**src/rtl/demux2_4_stream.sv**
```systemverilog
// demux2_4_stream: 1-to-2 valid/ready stream demultiplexer.
// Each input word carries a select bit and is steered into one of two small
// output FIFOs, so a stalled consumer only blocks words addressed to it.
// A delivered-word counter is kept for each output.
//
// Ports:
//   clk, rst_n              clock, asynchronous active-low reset
//   in_valid/in_ready       input handshake; in_ready reflects FIFO[in_sel]
//   in_data, in_sel         input word and destination (0 -> out0, 1 -> out1)
//   outN_valid/outN_ready   output N handshake
//   outN_data               head of output FIFO N, 0 when empty
//   cnt0, cnt1              words delivered on each output (wrapping)
module demux2_4_stream #(
    parameter int unsigned WIDTH = 4,
    parameter int unsigned DEPTH = 2,
    parameter int unsigned CNT_W = 8
) (
    input  logic             clk,
    input  logic             rst_n,
    input  logic             in_valid,
    output logic             in_ready,
    input  logic [WIDTH-1:0] in_data,
    input  logic             in_sel,
    output logic             out0_valid,
    input  logic             out0_ready,
    output logic [WIDTH-1:0] out0_data,
    output logic             out1_valid,
    input  logic             out1_ready,
    output logic [WIDTH-1:0] out1_data,
    output logic [CNT_W-1:0] cnt0,
    output logic [CNT_W-1:0] cnt1
);

    localparam int unsigned PW = $clog2(DEPTH);
    localparam int unsigned OW = $clog2(DEPTH + 1);

    logic [WIDTH-1:0] mem_q    [2][DEPTH];
    logic [PW-1:0]    wr_ptr_q [2];
    logic [PW-1:0]    rd_ptr_q [2];
    logic [OW-1:0]    occ_q    [2];
    logic [OW-1:0]    occ_d    [2];
    logic [CNT_W-1:0] cnt_q    [2];

    logic [1:0] full;
    logic [1:0] valid;
    logic [1:0] ready;
    logic [1:0] push;
    logic [1:0] pop;
    logic       accept;

    // Full/empty come from occupancy; pointers alone cannot tell them apart.
    always_comb begin
        for (int i = 0; i < 2; i++) begin
            full[i]  = (occ_q[i] == OW'(DEPTH));
            valid[i] = (occ_q[i] != '0);
        end
    end

    assign ready = {out1_ready, out0_ready};

    // Gated by rst_n so the block never advertises readiness while in reset.
    assign in_ready = rst_n & ~(in_sel ? full[1] : full[0]);
    assign accept   = in_valid & in_ready;
    assign push     = {accept & in_sel, accept & ~in_sel};
    assign pop      = valid & ready;

    always_comb begin
        for (int i = 0; i < 2; i++) begin
            occ_d[i] = occ_q[i];
            if (push[i] && !pop[i]) begin
                occ_d[i] = occ_q[i] + OW'(1);
            end else if (!push[i] && pop[i]) begin
                occ_d[i] = occ_q[i] - OW'(1);
            end
        end
    end

    always_ff @(posedge clk or negedge rst_n) begin
        if (!rst_n) begin
            for (int i = 0; i < 2; i++) begin
                for (int j = 0; j < DEPTH; j++) begin
                    mem_q[i][j] <= '0;
                end
                wr_ptr_q[i] <= '0;
                rd_ptr_q[i] <= '0;
                occ_q[i]    <= '0;
                cnt_q[i]    <= '0;
            end
        end else begin
            for (int i = 0; i < 2; i++) begin
                if (push[i]) begin
                    mem_q[i][wr_ptr_q[i]] <= in_data;
                    wr_ptr_q[i]           <= wr_ptr_q[i] + PW'(1);
                end
                if (pop[i]) begin
                    rd_ptr_q[i] <= rd_ptr_q[i] + PW'(1);
                    cnt_q[i]    <= cnt_q[i] + CNT_W'(1);
                end
                occ_q[i] <= occ_d[i];
            end
        end
    end

    assign out0_valid = valid[0];
    assign out1_valid = valid[1];
    assign out0_data  = valid[0] ? mem_q[0][rd_ptr_q[0]] : '0;
    assign out1_data  = valid[1] ? mem_q[1][rd_ptr_q[1]] : '0;
    assign cnt0       = cnt_q[0];
    assign cnt1       = cnt_q[1];

endmodule

```
**config.mk**
```make
export PLATFORM = sky130hd
export DESIGN_NAME = demux2_4_stream
export DESIGN_NICKNAME = d
export VERILOG_FILES = /design/src/rtl/demux2_4_stream.sv
export SDC_FILE = /design/constraint.sdc
export NUM_CORES = 1
export LEC_CHECK = 0
export BUFFER_PORTS_ARGS = -buffer_cell sky130_fd_sc_hd__buf_4
export CORE_MARGIN = 1.5
export CORE_UTILIZATION = 54
export DETAILED_ROUTE_END_ITERATION = 6
export PLACE_DENSITY = 0.86
export SKIP_CTS_REPAIR_TIMING = 1
export SLEW_MARGIN = 10
export SYNTH_ARGS = -nofsm -noshare
export SYNTH_HDL_FRONTEND = slang
export SYNTH_SLANG_ARGS = --single-unit
```
**constraint.sdc**
```tcl
create_clock -name clk -period 1.95 [get_ports clk]
set_clock_uncertainty 0.15 [all_clocks]
set_input_delay 0.4875 -clock clk [delete_from_list [all_inputs] [get_ports clk]]
set_output_delay 0.4875 -clock clk [all_outputs]
set_load 0.01 [all_outputs]
```
==> results of run 1 <==
[worst max-delay path, stage by stage, from the launching register on]
cell,delay [ns]
dfrtp_1,0.43
inv_2,0.06
o311a_1,0.36
buf_6,0.12
[routing by layer]
| layer | vias to the layer above | GRT usage | part of all wire |
|---|---|---|---|
| met2 | 41 | 0.3233 | 0.51 |
| met1 | 613 | 0.2609 | 0.42 |
| met3 | 8 | 0.04762 | 0.051 |
| li1 | 618 | - | - |
| met4 | 0 | 0.1003 | 0.020 |
| met5 | - | 0 | 0 |
[worst min path at each step]
stage,startpoint,to,depth (start not counted)
after floorplan,rst_n,cnt0[0],0
after global placement,cnt0[7],cnt0[7],1
after detailed placement,cnt1[7],cnt1[7],1
after CTS,rst_n,cnt0[4],2
after global routing,rst_n,cnt0[4],2
final,rst_n,cnt0[4],2
[cells in the final DEF (no fill, tap or decap), types with 2 or more instances in the layout]
cell type / synthesis / layout
xor2_1: 11 / 11
nand3_1: 2 / 2
xnor2_1: 13 / 13
mux2_2: 16 / 16
nor4b_4: 2 / 2
nor3_1: 5 / 5
inv_2: 2 / 3
dfrtp_1: 40 / 36
ha_1: 4 / 4
nand2_1: 13 / 13
o21a_1: 2 / 2
and3_1: 2 / 2
clkbuf_4: 0 / 5
nor2_1: 14 / 12
nand4_1: 6 / 6
inv_1: 3 / 2
dfrtp_2: 0 / 4
buf_4: 0 / 43
mux2i_1: 8 / 8
[metrics by stage]
step,worst slack [ns],cells,utilization
finish,0.002009,247,0.7052
global route,-0.05386,247,0.7052
CTS,-0.1354,242,0.6852
detailed placement,-0.07720,234,0.6663
global placement,0.01472,234,0.6663
floorplan,0.1342,151,-
[state kept, by name, indices dropped and copies added, names as in the netlist]
name and cells:
cnt0 8, cnt1 8, mem_q 16, occ_q 4
rd_ptr_q 2, wr_ptr_q 2
[kinds of logic (layout without fill, tap and decap cells)]
kind of cell	Yosys count	count (layout)	synth area share
compound gates	3	3	0.01343
xor+xnor	24	24	0.1128
fa+ha+maj	4	4	0.02686
buf+inv	7	57	0.01411
flops	40	40	0.5373
mux	24	24	0.1397
simple gates	49	49	0.1558
[power breakdown]
part / switching, W / internal, W / leakage [nW] / total (W)
sequential: 0.000413 / 0.00122 / 0.488 / 0.00163
clock: 0.000273 / 0.000177 / 0.0315 / 0.000449
combinational: 0.000711 / 0.000931 / 0.597 / 0.00164
total: 0.00140 / 0.00232 / 1.12 / 0.00372
[final cells by class]
class,count,area (µm²)
clock inverter,1,7.507
multi-input combinational,104,855.8
inverter,5,18.77
clock buffer,7,55.05
fill,262,975.9
tap,46,57.56
sequential,40,1006
timing repair buffer,44,334.1
==> qor.yml, run 1 <==
detailed_routing:
  dr.pass1.iters: 4
  viasPerCell: 5.182
  ant_nets: 0
  num_vias: 1280
  avgRoutedWirePerCell_um: 14.51
  drt_wl_total_um: 3585
  drt_iter0_markers: 71
  route.detailed.drc: 0
logic_synthesis:
  synth-seq-cells: 40
  synthTopCellsByCount: "dfrtp_1 (40), mux2_2 (16), nor2_1 (14), nand2_1 (13), xnor2_1 (13)"
  yosysWarnings: 0
  yosysMostFrequentCell: "dfrtp_1"
  syn_avg_cell_area_um2: 12.34
  ys_types: 22
  synth_edf_count: 0
  syn-num-nets: 165
  synth_top_area_cell: "dfrtp_1"
  synth_cells: 151
  synthFlopType: "dfrtp_1"
  synth_area_leaders: "dfrtp_1 (54%), mux2_2 (9.7%), xnor2_1 (6.1%), xor2_1 (5.2%), mux2i_1 (4.3%)"
  mappedNetlistArea_um2: 1863
  synth-seq-area-share: 0.5373
  synth_async_sr_flop_share: 1.000
  synth_top_area_frac: 0.5373
clocking:
  cts_tree: "done"
  cts_max_level: 2
  clk_pin_slew_ns: 0.12
  numCtsBuffers: 5
  cts_root_buf: "clkbuf_4"
  cts.sinks: 40
  insertion_delay_ns: 0.35
  max-clock-path-buffers: 2
run_status:
  status: "finished, final reports clean"
floorplan:
  die_w_um: 61.74
  coreArea_um2: 3311
  die_area_um2: 3811
  die_y_um: 61.74
  initial_core_util: 0.5627
  num_rows: 21
  io_pins: 37
setup_path:
  crit_start: "occ_q[3]"
  reg2reg_slack_ns: 0.16
  start_kind: "flip-flop"
  crit_path_end_kind: "primary output"
  path_class: "flip-flop to primary output"
  rr_endpoint: "occ_q[1]"
  crit_path_end: "in_ready"
  required_ns: 1.31
  arrival_ns: 1.31
  worstPathMaxFanout: 4
  worstRegToRegCells: 7
  r2r-start: "occ_q[1]"
timing:
  fin_crit_sh: 0.9990
  setup_viol: 0
  rsz0062_at_grt: "true"
  slew_headroom: 0.6725
  drv_slew: 0
  period_minus_slack_ns: 1.948
  whs_ns: 0.03814
  setup_tns_ns: 0
  tightest_slew_ns: 0.4912
  hold_viol: 0
  max_freq_mhz: 513.3
global_routing:
  grt_overflow: 0
  grt_max_degree: 41
  grt_pass1_wl_um: 5457
  grt_usage: 0.2028
  antenna_found_initial: 0
  grt_pass1_vias: 1194
place:
  post_dp_cell_area_um2: 2206
  gp_congestion: 0.7668
  portBuffers: 36
  hpwl_um: 2621
cells_and_area:
  final_area_um2: 2335
  finish.net_count: 214
  drive_above_1_share: 0.4129
  syn_to_final_growth_pct: 25.32
  diodes: 0
power_and_ir_drop:
  report.power.total_w: 0.003720
  p_per_area_nw_per_um2: 1593
  p_leak_nw: 1.117
  peakVddDrop_mv: 0.8152
run:
  cap_violations: 0
min_path:
  holdCritPathClass: "primary input to async pin"
Note: power is estimated with default switching activity, not from simulation.
==> run 2, diff against run 1 <==
Settings changed: ABC_AREA from default to 1, CORE_UTILIZATION 54 to 55, PLACE_DENSITY 0.86 to 0.87.
==> qor.yml, run 2 <==
clocking:
  numCtsBuffers: 5
  cts_tree: "done"
  max-clock-path-buffers: 2
  cts_root_buf: "clkbuf_8"
  cts.sinks: 40
  clk_pin_slew_ns: 0.08
  insertion_delay_ns: 0.30
  cts_max_level: 2
timing:
  period_minus_slack_ns: 1.925
  setup_tns_ns: 0
  setup_viol: 0
  max_freq_mhz: 519.6
  slew_headroom: 0.8001
  rsz0062_at_grt: "true"
  drv_slew: 0
  fin_crit_sh: 0.9870
  hold_viol: 0
  tightest_slew_ns: 0.2999
power_and_ir_drop:
  peakVddDrop_mv: 1.125
  report.power.total_w: 0.004232
  p_leak_nw: 1.350
  p_per_area_nw_per_um2: 1627
cells_and_area:
  stdcell_count: 328
  top_register: "mem_q"
  largest_reg_flops: 16
  syn_to_final_growth_pct: 27.00
  finish.net_count: 295
  final_common_cell: "nand2_1"
  utilization: 0.7557
  final_cell_mix: "nand2_1 (65), buf_4 (46), dfrtp_1 (38), inv_1 (25), o21ai_0 (14)"
  diodes: 0
  n_fill_cell: 255
  drive_above_1_share: 0.3085
logic_synthesis:
  synthFlopType: "dfrtp_1"
  syn-num-nets: 241
  ys_types: 23
  synth_area_leaders: "dfrtp_1 (49%), nand2_1 (12%), xor2_1 (5.1%), inv_1 (4.9%), nor2_4 (3.8%)"
  synth_top_area_cell: "dfrtp_1"
  yosysWarnings: 0
  synth_cells: 227
  synthTopCellsByCount: "nand2_1 (65), dfrtp_1 (40), inv_1 (27), o21ai_0 (15)"
  mappedNetlistArea_um2: 2048
  synth_top_area_frac: 0.4887
  synth-seq-cells: 40
  yosysMostFrequentCell: "nand2_1"
  synth_async_sr_flop_share: 1.000
  synth-seq-area-share: 0.4887
  syn_avg_cell_area_um2: 9.023
  synth_edf_count: 0
min_path:
  holdCritPathClass: "primary input to async pin"
place:
  dp_cells: 317
  gp_congestion: 0.7711
  hpwl_um: 3118
  portBuffers: 36
detailed_routing:
  drt_iter0_markers: 101
  viasPerCell: 5.137
  route.detailed.drc: 0
  avgRoutedWirePerCell_um: 12.77
  dr.pass1.iters: 4
  num_vias: 1685
  ant_nets: 0
  drt_wl_total_um: 4188
setup_path:
  crit_chain: "inv_2 > nand2_4 > o21ai_0 > a21oi_1 > buf_4"
  slowest_delay_ns: 0.42
  worstPathMaxFanout: 5
  path_class: "flip-flop to primary output"
  required_ns: 1.31
  crit_path_end_kind: "primary output"
  worst-path-buf-inv: 2
  arrival_ns: 1.29
  crit_family: "flip-flops"
  crit_cells: 5
  cpMaxStageDelayCell: "dfrtp_1"
  worstRegToRegCells: 10
  start_kind: "flip-flop"
run:
  cap_violations: 0
run_status:
  status: "finished, final reports clean"
global_routing:
  grt_pass1_vias: 1664
  grt_usage: 0.2294
  grt_max_degree: 26
  antenna_found_initial: 0
  grt_pass1_wl_um: 7251
  grt_overflow: 0
floorplan:
  die_area_um2: 4099
  num_rows: 21
  initial_core_util: 0.5951
  die_y_um: 64.03
  io_pins: 37
  coreArea_um2: 3442
  die_w_um: 64.03
==> run 2: cell type report <==
class	instances	area [µm²]	area share
clock buffers	5	68.82	0.02646
clock inverters	3	42.54	0.01635
inverters	32	120.1	0.04618
multi-input cells	154	940.9	0.3617
flip-flops and latches	40	1003	0.3858
well taps	46	57.56	0.02213
repair buffers	48	367.9	0.1414
==> run 2: power by group <==
part / internal (W) / leakage (nW) / switching, W
clock: 0.000378 / 0.0541 / 0.000298
sequential: 0.00124 / 0.484 / 0.000385
combinational: 0.000897 / 0.812 / 0.00104
==> run 2: cells by family (layout without fill, tap and decap cells) <==
kind of cell,count (synthesis),count (layout),share of synthesized area
xor gates and xnor gates,17,17,0.07269
buffers and inverters,33,88,0.06109
adders and majority gates,4,4,0.02444
and+or+nand+nor,108,108,0.2920
AOI/OAI and AO/OA,25,25,0.06109
DFF,40,40,0.4887
==> run 2: stage by stage <==
stage          worst slack, ns  area [µm²]  hold WS [ns]
3_3_place_gp           0.03137        2439        0.3092
2_1_floorplan           0.1080        2048       0.04191
6_report               0.02542        2601       0.06165
5_1_grt               -0.02760        2601       0.07822
3_5_place_dp          -0.04139        2439        0.3171
4_1_cts               -0.04693        2550       0.04819
==> run 2: final timing paths <==
kind | end | slack [ns] | from
min in group clk | mem_q[11] | 0.28 | in_data[3]
max in group asynchronous | occ_q[0] | 1.30 | rst_n
min reg2reg | mem_q[0] | 0.34 | mem_q[0]
min | occ_q[3] | 0.06 | rst_n
max reg2reg | occ_q[1] | 0.08 | occ_q[2]
max | out0_data[0] | 0.03 | occ_q[2]
==> run 2: worst reg2reg max path: stages (launching register included) <==
cell and delay (ns):
dfrtp_1 0.43, inv_2 0.13, nand3_2 0.12, nand3_2 0.11
nor2_4 0.04, nand2_2 0.05, inv_1 0.04, ha_1 0.30
a21oi_1 0.11, o21ai_0 0.11, xor2_1 0.15
==> run 2: metal layers <==
layer / track usage / wire length [µm]
met4: 0.1141 / 91
met5: 0 / 0
met3: 0.04401 / 146
met2: 0.4023 / 2179
met1: 0.2660 / 1770
==> run 3, diff against run 2 <==
Settings changed: CORE_ASPECT_RATIO from default to 1.2.
==> qor.yml, run 3 (same netlist as run 2, synthesis figures left out) <==
timing:
  tightest_slew_ns: 0.2556
  slew_headroom: 0.8289
  drv_slew: 0
  max_freq_mhz: 532.7
  setup_viol: 0
  hold_viol: 0
  setup_tns_ns: 0
  period_minus_slack_ns: 1.877
  fin_crit_sh: 0.9627
  worst_slack_ns: 0.07270
setup_path:
  required_ns: 1.31
  crit_path_end_kind: "primary output"
  slowest_delay_ns: 0.42
  worstPathMaxFanout: 5
  arrival_ns: 1.24
  start_kind: "flip-flop"
  cpMaxStageDelayCell: "dfrtp_1"
  crit_chain: "inv_1 > o21ai_0 > a21oi_1 > buf_4"
  path_class: "flip-flop to primary output"
clocking:
  cts.sinks: 40
  insertion_delay_ns: 0.29
  cts_tree: "done"
  cts_max_level: 2
  numCtsBuffers: 5
  max-clock-path-buffers: 2
  clk_pin_slew_ns: 0.07
  cts_root_buf: "clkbuf_8"
power_and_ir_drop:
  switching_share: 0.4043
  p_leak_nw: 1.342
  pwr-share-seq: 0.395
  p_int_w: 0.002426
  peakVddDrop_mv: 0.7883
  share_comb_of_total_power: 0.463
  switching_power_w: 0.001647
  p_per_area_nw_per_um2: 1593
  power.share.clock: 0.142
floorplan:
  die_y_um: 69.85
  die_w_um: 58.71
  initial_core_util: 0.5684
  num_rows: 24
  coreArea_um2: 3603
  io_pins: 37
  die_area_um2: 4101
place:
  dp_slack_ns: -0.01754
  portBuffers: 36
  post_dp_cell_area_um2: 2430
  gp_congestion: 0.8337
  hpwl_um: 3036
  dp_cells: 310
detailed_routing:
  num_vias: 1671
  avgRoutedWirePerCell_um: 12.54
  drt_wl_total_um: 4013
  dr.pass1.iters: 5
  viasPerCell: 5.222
  ant_nets: 0
  drt_iter0_markers: 53
  route.detailed.drc: 0
cells_and_area:
  diodes: 0
  largest_reg_flops: 16
  final_area_um2: 2556
  final_cell_mix: "nand2_1 (65), buf_4 (48), dfrtp_1 (38), inv_1 (27), o21ai_0 (14)"
  top_register: "mem_q"
  final_common_cell: "nand2_1"
  syn_to_final_growth_pct: 24.80
  n_fill_cell: 277
  utilization: 0.7094
  stdcell_count: 320
  finish.net_count: 295
  drive_above_1_share: 0.2918
run:
  cap_violations: 0
global_routing:
  grt_usage: 0.2228
  antenna_found_initial: 0
  grt_overflow: 0
  grt_pass1_vias: 1686
  grt_max_degree: 16
  grt_pass1_wl_um: 6948
run_status:
  status: "finished, final reports clean"
min_path:
  holdCritPathClass: "primary input to async pin"
[run 3: cell count changes in the layout (fill, tap and decap cells not counted), moves of 2 or more]
cell      previous run  this run
buf_4               46        48
buf_6                2         0
clkbuf_8             5         7
inv_1               25        27
inv_2                7         5
[run 3: worst max-delay path: cells and delay by family (launching register included)]
| family | cells | cell delay [ns] |
|---|---|---|
| buffers and inverters | 2 | 0.30 |
| DFF | 1 | 0.42 |
| AOI/OAI and AO/OA | 2 | 0.23 |
[run 3: layout make-up]
type	instances	area (µm²)	share of cell area
Clock buffer	7	96.34	0.03769
Inverter	32	120.1	0.04699
Multi-Input combinational cell	154	927.1	0.3627
Sequential cell	40	1003	0.3926
Tap cell	39	48.80	0.01909
Timing Repair Buffer	48	360.3	0.1410
[run 3: per-layer routing]
metal,part of all wire,vias to the layer above,global-route usage
met2,0.53,24,0.3858
met4,0.017,0,0.07071
met5,0,-,0
met1,0.42,806,0.2588
li1,-,832,-
met3,0.035,9,0.06852
[run 3: power groups by stage]
stage	logic [W]	registers (W)	clock network (W)
3_5_place_dp	0.00182	0.00162	0
2_1_floorplan	0.00105	0.00161	0
5_1_grt	0.00210	0.00166	0.000632
4_1_cts	0.00184	0.00161	0.000587
6_report	0.00188	0.00161	0.000578
3_3_place_gp	0.00176	0.00160	0
[run 3: path summary, 6_finish.rpt]
kind                              from           end  slack (ns)  cells past startpoint
max                        rd_ptr_q[1]  out0_data[3]        0.07                      4
min                              rst_n      mem_q[8]        0.05                      2
max reg2reg                   occ_q[2]      occ_q[3]        0.14                      8
min reg2reg                   mem_q[6]      mem_q[6]        0.33                      2
max in group asynchronous        rst_n   rd_ptr_q[0]        1.39                      2
min in group clk            in_data[0]     mem_q[12]        0.29                      3
[run 3: per-stage QoR]
step / hold slack, ns / total power, W
6_report: 0.05075 / 0.004073
5_1_grt: 0.05327 / 0.004392
4_1_cts: 0.05197 / 0.004030
3_5_place_dp: 0.3119 / 0.003440
3_3_place_gp: 0.3089 / 0.003360
2_1_floorplan: 0.04191 / 0.002653
